`config.mk`:
```
export PLATFORM = sky130hd
export DESIGN_NAME = mem_arbiter
export DESIGN_NICKNAME = d
export VERILOG_FILES = /design/src/rtl/mem_arb_pkg.sv /design/src/rtl/mem_arbiter_pick.sv /design/src/rtl/mem_arbiter.sv
export SDC_FILE = /design/constraint.sdc
export NUM_CORES = 1
export LEC_CHECK = 0
export CORE_ASPECT_RATIO = 0.8
export CORE_MARGIN = 10
export CORE_UTILIZATION = 31
export CTS_CLUSTER_SIZE = 25
export DETAILED_ROUTE_END_ITERATION = 8
export PLACE_DENSITY = 0.75
export SLEW_MARGIN = 20
export SYNTH_ARGS = -nofsm -noshare
export SYNTH_HDL_FRONTEND = slang
export SYNTH_SLANG_ARGS = --single-unit
```
`constraint.sdc`:
```
create_clock -name clk -period 1.4 [get_ports clk]
set_clock_uncertainty 0.1 [all_clocks]
set_input_delay 0.28 -clock clk [delete_from_list [all_inputs] [get_ports clk]]
set_output_delay 0.28 -clock clk [all_outputs]
set_load 0.01 [all_outputs]
```
`src/rtl/mem_arb_pkg.sv`:
```
// mem_arb_pkg: shared FSM encoding, requester indices and latency limits for mem_arbiter.
package mem_arb_pkg;
    typedef enum logic [1:0] {IDLE = 2'd0, ACCESS = 2'd1, WAIT = 2'd2} state_t;
    localparam logic REQ_CORE    = 1'b0;
    localparam logic REQ_AUX     = 1'b1;
    localparam int   MEM_LAT_MIN = 1;
    localparam int   MEM_LAT_MAX = 4;
    // Counter value in WAIT at which the access completes.
    function automatic logic [2:0] ack_count(input logic wr, input int lat);
        return wr ? 3'd1 : 3'(lat);
    endfunction
endpackage

```
`src/rtl/mem_arbiter_pick.sv`:
```
// arb_pick: combinational two-way winner selection; on contention the requester not granted last wins.
module arb_pick
    import mem_arb_pkg::*;
(
    input  logic req0,
    input  logic req1,
    input  logic last,
    output logic winner,
    output logic valid
);
    always_comb begin
        valid  = req0 | req1;
        winner = (req0 && req1) ? (last == REQ_CORE ? REQ_AUX : REQ_CORE) : (req1 ? REQ_AUX : REQ_CORE);
    end
endmodule

```
`src/rtl/mem_arbiter.sv`:
```
// mem_arbiter: two-requester single-port memory arbiter, one transaction outstanding.
// Define MEM_ARB_RR_EN for round-robin arbitration; otherwise requester 0 has fixed priority.
module mem_arbiter
    import mem_arb_pkg::*;
#(
    parameter int MEM_LAT = 1
) (
    input  logic        clk,
    input  logic        resetn,
    input  logic        req0,
    input  logic        req1,
    input  logic [31:0] addr0,
    input  logic [31:0] addr1,
    input  logic [31:0] wdata0,
    input  logic [31:0] wdata1,
    input  logic        we0,
    input  logic        we1,
    output logic        gnt0,
    output logic        gnt1,
    output logic        ack0,
    output logic        ack1,
    output logic [31:0] rdata,
    output logic [31:0] address,
    output logic [31:0] data_out,
    output logic        we,
    input  logic [31:0] data_in
);
    localparam int LAT = MEM_LAT < MEM_LAT_MIN ? MEM_LAT_MIN : MEM_LAT > MEM_LAT_MAX ? MEM_LAT_MAX : MEM_LAT;

    state_t      r_state;
    state_t      w_next;
    logic [2:0]  r_cnt;
    logic [31:0] r_addr;
    logic [31:0] r_wdata;
    logic        r_wr;
    logic        r_win;
    logic        w_win;
    logic        w_valid;
    logic        w_last;
    logic        w_done;
    logic        w_take;

    assign w_take = (r_state == IDLE) && w_valid;
    assign w_done = (r_state == WAIT) && (r_cnt == ack_count(r_wr, LAT));

`ifdef MEM_ARB_RR_EN
    logic r_last;
    always_ff @(posedge clk or negedge resetn) begin
        if (!resetn)
            r_last <= REQ_AUX;
        else if (w_take)
            r_last <= w_win;
    end
    assign w_last = r_last;
`else
    assign w_last = REQ_AUX;
`endif

    arb_pick u_pick (
        .req0  (req0),
        .req1  (req1),
        .last  (w_last),
        .winner(w_win),
        .valid (w_valid)
    );

    always_ff @(posedge clk or negedge resetn) begin
        if (!resetn)
            r_state <= IDLE;
        else
            r_state <= w_next;
    end

    always_comb begin
        w_next = r_state == IDLE ? (w_valid ? ACCESS : IDLE) :
                 r_state == ACCESS ? WAIT :
                 (r_state == WAIT && !w_done) ? WAIT : IDLE;
    end

    always_comb begin
        gnt0  = (r_state == ACCESS) && (r_win == REQ_CORE);
        gnt1  = (r_state == ACCESS) && (r_win == REQ_AUX);
        we    = (r_state == ACCESS) && r_wr;
        ack0  = w_done && (r_win == REQ_CORE);
        ack1  = w_done && (r_win == REQ_AUX);
        rdata = w_done ? data_in : 32'd0;
    end

    always_ff @(posedge clk or negedge resetn) begin
        if (!resetn) begin
            r_cnt   <= 3'd0;
            r_addr  <= 32'd0;
            r_wdata <= 32'd0;
            r_wr    <= 1'b0;
            r_win   <= REQ_CORE;
        end else begin
            if (w_take) begin
                r_addr  <= w_win ? addr1 : addr0;
                r_wdata <= w_win ? wdata1 : wdata0;
                r_wr    <= w_win ? we1 : we0;
                r_win   <= w_win;
            end
            r_cnt <= r_state == ACCESS ? 3'd1 : r_state == WAIT ? r_cnt + 3'd1 : 3'd0;
        end
    end

    assign address  = r_addr;
    assign data_out = r_wdata;
endmodule

```
==> results.txt, run 1 <==
----------------------------------------------------
[GRT]
  Initial antenna violation count ... 1
  Gr usage total ... between 20% and 30%
  Global route overflow ... 0
  Vias in the first global route ... roughly 5.1k
  Maximum number of pins on one net before global-route repair ... 40
  Wire length of the first global-routing pass ... approximately 30000 um

[Placed design]
  Routability congestion estimate ... between 0.7 and 0.8
  DP Wirelength ... between 10000 and 15000 um
  Number of I/O port buffers ... 266

[STA]
  Count of endpoints failing setup in the final report ... about 100
  Final Hold Vio Count ... 0
  Period utilization ... 151%
  Unrepaired setup endpoints after global routing ... yes
  Final-layout worst hold slack ... 281 ps
  Final Critical Period ... between 2000 and 2500 ps
  Achievable clock frequency ... about 0.47 GHz
  Slew headroom ... about three quarters
  Setup slack of the critical path after layout ... -720 ps
  Actual slew at the worst max-slew pin ... 387 ps
  Slew Limit Fails ... 0

[Status]
  Run status ... finished, violations left
  Violations in the final reports ... negative setup slack

[Pwr]
  Relative contribution of combinational cells to total power ... slightly above 60%
  Total chip power ... around 17 mW
  Cell leakage power ... ~3.4 nW
  Total net switching power ... between 6 and 7 mW
  Power share of the sequential group ... around a quarter
  Internal power contribution ... between 10 and 15 mW
  Switching Share ... about 39%
  Worst ir drop on vdd ... 1.01 mV
  Clk network pwr share ... between 10% and 20%
  Power per cell area ... 2110 nW/um^2

[Logic synthesis]
  Leading cell types by total area after synthesis ... dfrtp_1, a32oi_1, a22oi_1, nand2_1, and2_1
  Total nets after synthesis ... 537
  Post-Synth Simple-Gate Area ... 15.5%
  Synth warnings ... 0
  Fraction of post-synthesis cell area in the top cell type by area ... between 40% and 50%
  Post-synthesis compound-gate area fraction ... between 20 and 30%
  Mapped cell area ... between 3000 and 4000 sq um
  Synth area leader ... dfrtp_1
  Synthesized instance count ... around 370
  Number of distinct standard cells referenced by the synthesized netlist ... 22
  Mux cell area share after synthesis ... 0%
  Xor and xnor fraction of the mapped netlist area ... 0.241%
  Per-instance average area after synthesis ... between 9 and 10 sq um
  Portion of the post-synthesis area used by sequential elements ... about half
  Synth Area in Adders ... less than 1%
  Main combinational cell family by area after synthesis ... compound AO/OA/AOI/OAI gates
  Post-synthesis sequential element count ... between 70 and 80

[Worst hold path]
  Hold/Removal Path Class ... in2async

[Cells and area]
  Sequential cell area ... approximately 1800 sq um
  Area of the multi-input gates ... between 2000 and 2500 sq um
  Leading cell type in the layout, fill and taps excluded ... clkdlybuf4s50_1
  Area growth, synth to finish ... 120%
  Filler cell count in the final layout ... 860
  Share of final-layout standard cells stronger than drive strength 1 ... 36.1%
  Most used cells in the layout excluding fill and tap cells ... clkdlybuf4s50_1, dfrtp_1, a22oi_2
  Fin util ... between 60% and 70%
  Number of nets in the final layout ... between 800 and 900

[Floorplan]
  Starting utilization of the core area ... 31.7%
  Ports placed on the boundary ... between 200 and 300
  Die Ht ... about 120 um
  Number of placement rows ... 35
  Die outline width ... roughly 140 um
  Core ar. ... 11500 sq um
  Die area ... roughly 16000 sq um

[Clocking]
  Count of clock tree sinks ... 71
  Source-to-sink clock delay at the later pin of the worst-skew pair ... around 330 ps
  Number of H-tree levels ... 3
  Number of buffers inserted during clock tree synthesis ... 9
  Cell chosen for the clock root ... clkbuf_16
  Clk pin slew, worst setup/hold paths ... 60 ps
  CTS tree ... yes
  Number of buffers between clock root and the deepest sink ... 2

[Setup path]
  Crit Path Max Fanout ... 34
  Type of the worst setup path ... reg2out
  CP Capture Type ... output port
  Arrival time at the worst endpoint ... ~1700 ps
  Worst EP required ... between 1000 and 1500 ps
  Critical Path Start Type ... register

[Flow run]
  Count of max-cap constraint violations ... 0

[Drt]
  Detail-routed via count per cell ... around 5.5
  Post-detailed-route DRC marker count ... 0
  ANT nets after route ... 0
  DR pass1 iterations ... 4
  Via count ... approximately 4.6k
  Violation count after the first detailed-routing iteration ... between 300 and 400
  Routed len/inst ... around 24 um
  Total wire length ... ~20000 um

----------------------------------------------------
synthesized netlist by cell type:
master    count
a22oi_1      65
a31oi_1       4
a32oi_1      60
and2_1       34
buf_2         8
buf_6         1
clkbuf_1     28
clkbuf_2      1
clkinv_1      1
dfrtp_1      71
ha_1          2
inv_1         3
nand2_1      61
nand2b_1      2
nor2_1       10
nor2b_1       5
nor2b_2       1
nor3b_2       2
o21ai_0       7
o22a_1        1
or2_1         1
xnor2_1       1
stage by stage:
step | instance area (sq um) | cells | setup WS (ps) | TNS (ps)
finish | 7980 | 843 | -720 | -39440
detailed placement | 6820 | 771 | -777 | -48830
floorplan | 3820 | 369 | -160 | -6210
global route | 7980 | 842 | -820 | -47100
CTS | 8150 | 840 | -758 | -40330
global placement | 6820 | 771 | -672 | -44510
sequential cells by signal (all words and copies together), names as in the netlist:
signal,flops
r_wr,1
r_state,2
address,32
r_win,1
data_out,32
r_cnt,3
cell families (layout without fill, tap and decap cells):
logic type | Yosys count | count (layout)
AND/OR/NAND/NOR | 116 | 117
flip-flops | 71 | 71
XOR/XNOR | 1 | 1
buffers and inverters | 42 | 365
AO/OA/AOI/OAI | 137 | 137
other | 0 | 2
adder cells (fa/ha/maj) | 2 | 2
per-layer routing:
metal	wire length (um)	share of wire [%]	global-route usage [%]	up-vias
met5	0	0	0	-
met4	647	3.2	9.75	0
met3	1710	8.6	7.02	46
met2	9590	48	38.9	290
met1	7990	40	27.8	2244
li1	-	-	-	2067
power groups by stage:
| stage | combinational [mW] | clock (mW) | sequential [mW] |
|---|---|---|---|
| after floorplan | 3.22 | 0 | 4.36 |
| after detailed placement | 7.57 | 0 | 4.02 |
| after global placement | 7.37 | 0 | 3.98 |
| after global routing | 10.8 | 2.68 | 4.22 |
| final | 10.2 | 2.56 | 4.10 |
| after CTS | 10.4 | 2.60 | 4.03 |
final timing paths:
path | from | to | slack (ps) | cells past startpoint
max reg2reg | r_state[0] | address[24] | -320 | 7
min reg2reg | address[12] | address[12] | 440 | 2
min | resetn | data_out[16] | 280 | 2
max | r_cnt[1] | rdata[25] | -720 | 7
max in group asynchronous | resetn | address[20] | 400 | 3
min in group clk | address[12] | address[12] | 440 | 2
final cells by class:
cell class	count	share of cell area, %
multi-input cells	257	26.3
flip-flops and latches	71	22.3
repair buffers	345	44.7
inverters	4	0.188
well taps	148	2.32
clock inverters	5	1.00
clock buffers	11	3.17
diodes	2	0.0627
worst max-delay path, stage by stage (launching register included):
cell,delay [ps]
dfrtp_1,380
inv_1,60
ha_1,150
nor2b_4,150
nor2b_4,160
buf_12,160
and2_1,130
clkdlybuf4s15_2,220
what timing repair did:
action,in CTS,in global routing
endpoints found under the setup margin,167,144
gates cloned,20,0
endpoints found under the hold margin,22,0
hold buffers,1,0
buffers inserted,32,12
gates resized for setup,340,85
pin swaps,43,33
No activity file was read; power rests on OpenSTA's default activity.
==> inputs of run 2 (changes only) <==
GPL_ROUTABILITY_DRIVEN = 1   (was unset)
SETUP_SLACK_MARGIN = 0.02   (was unset)
==> run 2 against run 1 <==
  * The flow still finishes with violations (negative setup slack)
  * Power is 0.11% lower
  * Critical path depth is 1 higher
  * Sequential power is 1% lower
  * Final cell count up 1.1%
  * Global-route usage shrank 3.0 points
==> results.txt, run 2 (synthesis gave the netlist of run 1 again) <==
----------------------------------------------------
[STA]
  Unrepaired setup endpoints after global routing ... yes (unchanged)
  Slew headroom ... 73.8% (was 74.1%)
  Period utilization ... 154% (was 151%)
  Final-layout worst hold slack ... 312 ps (was 281 ps)
  Setup slack of the critical path after layout ... -752 ps (was -720 ps)
  Final Critical Period ... 2150 ps (was 2120 ps)
  Final Hold Vio Count ... 0 (unchanged)
  Achievable clock frequency ... 0.465 GHz (was 0.472 GHz)
  Count of endpoints failing setup in the final report ... 104 (unchanged)
  Slew Limit Fails ... 0 (unchanged)
  Actual slew at the worst max-slew pin ... 394 ps (was 387 ps)

[Status]
  Violations in the final reports ... negative setup slack (unchanged)
  Run status ... finished, violations left (unchanged)

[Drt]
  Top layer in use ... met4 (unchanged)
  Via count ... 4616 (was 4647)
  Post-detailed-route DRC marker count ... 0 (unchanged)
  DR pass1 iterations ... 4 (unchanged)
  Met3 wire length ... 1640 um (was 1710 um)
  Wire length on met2 ... 10600 um (was 9590 um)
  Violation count after the first detailed-routing iteration ... 221 (was 342)
  Total wire length ... 20700 um (was 19900 um)
  Detail-routed via count per cell ... 5.42 (was 5.51)
  Routed len/inst ... 24.3 um (was 23.7 um)
  Post-Route M1 WL ... 7930 um (was 7990 um)
  ANT nets after route ... 0 (unchanged)

[Setup path]
  CP Capture Type ... output port (unchanged)
  End of the critical path ... rdata[29] (was rdata[25])
  Origin of the critical flop-to-flop path ... r_state[1] (was r_state[0])
  Critical Path Start Type ... register (unchanged)
  Reg2reg path depth ... 9 (was 7)
  Arrival time at the worst endpoint ... 1770 ps (was 1740 ps)
  Crit Path Max Fanout ... 8 (was 34)
  Timing startpoint of the critical path ... r_cnt[1] (unchanged)
  Worst EP required ... 1020 ps (about the same)
  Reg-to-reg setup timing slack ... -530 ps (was -320 ps)
  Type of the worst setup path ... reg2out (unchanged)
  Endpoint of the worst register-to-register path ... data_out[4] (was address[24])

[Clocking]
  Source-to-sink clock delay at the later pin of the worst-skew pair ... 330 ps (about the same)
  Number of buffers inserted during clock tree synthesis ... 9 (unchanged)
  Number of H-tree levels ... 3 (unchanged)
  Clk pin slew, worst setup/hold paths ... 60 ps (about the same)
  Count of clock tree sinks ... 71 (unchanged)
  CTS tree ... yes (unchanged)
  Cell chosen for the clock root ... clkbuf_16 (unchanged)
  Number of buffers between clock root and the deepest sink ... 2 (unchanged)

[Cells and area]
  Number of nets in the final layout ... 867 (was 856)
  Number of standard cells in the layout, taps in and fillers out ... 852 (was 843)
  Leading cell type in the layout, fill and taps excluded ... clkdlybuf4s50_1 (unchanged)
  Area growth, synth to finish ... 126% (was 120%)
  Share of final-layout standard cells stronger than drive strength 1 ... 46.2% (was 36.1%)
  Most used cells in the layout excluding fill and tap cells ... clkdlybuf4s50_1, dfrtp_1, a22oi_2 (unchanged)
  Number of diodes added for antenna fixing ... 0 (was 2)

[GRT]
  Vias in the first global route ... 4574 (was 5054)
  Wire length of the first global-routing pass ... 26500 um (was 30100 um)
  Initial antenna violation count ... 0 (was 1)
  Global route overflow ... 0 (unchanged)
  Gr usage total ... 20.4% (was 23.4%)
  Maximum number of pins on one net before global-route repair ... 41 (was 40)

[Floorplan]
  Number of placement rows ... 35 (unchanged)
  Ports placed on the boundary ... 267 (unchanged)
  Die outline width ... 141 um (unchanged)
  Core ar. ... 11500 sq um (unchanged)
  Starting utilization of the core area ... 31.7% (unchanged)
  Die area ... 16500 sq um (unchanged)
  Die Ht ... 117 um (unchanged)

[Pwr]
  Cell leakage power ... 3.56 nW (was 3.44 nW)
  Power per cell area ... 2050 nW/um^2 (was 2110 nW/um^2)
  Worst ir drop on vdd ... 1.07 mV (was 1.01 mV)
  Total chip power ... 16.8 mW (about the same)

[Placed design]
  Number of cells after detailed placement ... 771 (unchanged)
  Number of I/O port buffers ... 266 (unchanged)
  Routability congestion estimate ... 0.879 (was 0.793)
  DP Wirelength ... 12800 um (was 12700 um)

[Worst hold path]
  Hold/Removal Path Class ... in2async (unchanged)

[Flow run]
  Count of max-cap constraint violations ... 0 (unchanged)

----------------------------------------------------
## run 2: what timing repair did
| action | CTS | global route |
|---|---|---|
| gates cloned | 5 | 17 |
| hold buffers | 1 | 0 |
| hold endpoints to repair | 24 | 0 |
| pin swaps | 21 | 122 |
| buffers inserted | 10 | 38 |
| endpoints found under the setup margin | 168 | 156 |
| resized for setup | 339 | 149 |
## run 2: worst min-delay path by stage
stage	from	endpoint	slack, ps	cells past startpoint
2_1_floorplan	resetn	address[0]	-120	0
3_3_place_gp	resetn	data_out[18]	130	1
3_5_place_dp	resetn	data_out[15]	130	1
4_1_cts	resetn	data_out[15]	310	2
5_1_grt	resetn	data_out[18]	340	2
6_report	resetn	data_out[15]	310	2
## run 2: report_power, final
group,switching [mW],internal [mW],leakage (nW)
clock,0.888,1.62,0.165
sequential,0.928,3.11,0.858
combinational,4.67,5.58,2.54
## run 2: layer usage
layer  up-vias  global-route usage (%)
li1       2079                       -
met1      2241                    22.9
met2       249                    36.2
met3        47                    7.30
met4         0                    5.29
met5         -                       0
## run 2: layout make-up
| type | instances | area [sq um] |
|---|---|---|
| well taps | 148 | 185 |
| flip-flops and latches | 71 | 1780 |
| repair buffers | 357 | 3630 |
| clock inverters | 2 | 35.0 |
| multi-input cells | 256 | 2270 |
| fillers | 797 | 3260 |
| inverters | 4 | 15.0 |
| clock buffers | 14 | 294 |
## run 2: worst max-delay path, stage by stage (launching register included)
cell and delay [ps]:
dfrtp_1 390, inv_1 70, ha_2 150, nor2b_4 130, nor2b_4 160, buf_12 140, buf_6 130, and2_1 130
buf_2 140
## run 2: metrics by stage
| step | worst slack (ps) | TNS, ps | utilization [%] | area (sq um) |
|---|---|---|---|---|
| 3_3_place_gp | -676 | -42160 | 60.3 | 6920 |
| 5_1_grt | -818 | -63910 | 71.5 | 8210 |
| 6_report | -752 | -55960 | 71.5 | 8210 |
| 4_1_cts | -747 | -39000 | 64.8 | 7430 |
| 2_1_floorplan | -160 | -6840 | - | 3940 |
| 3_5_place_dp | -736 | -45110 | 60.3 | 6920 |
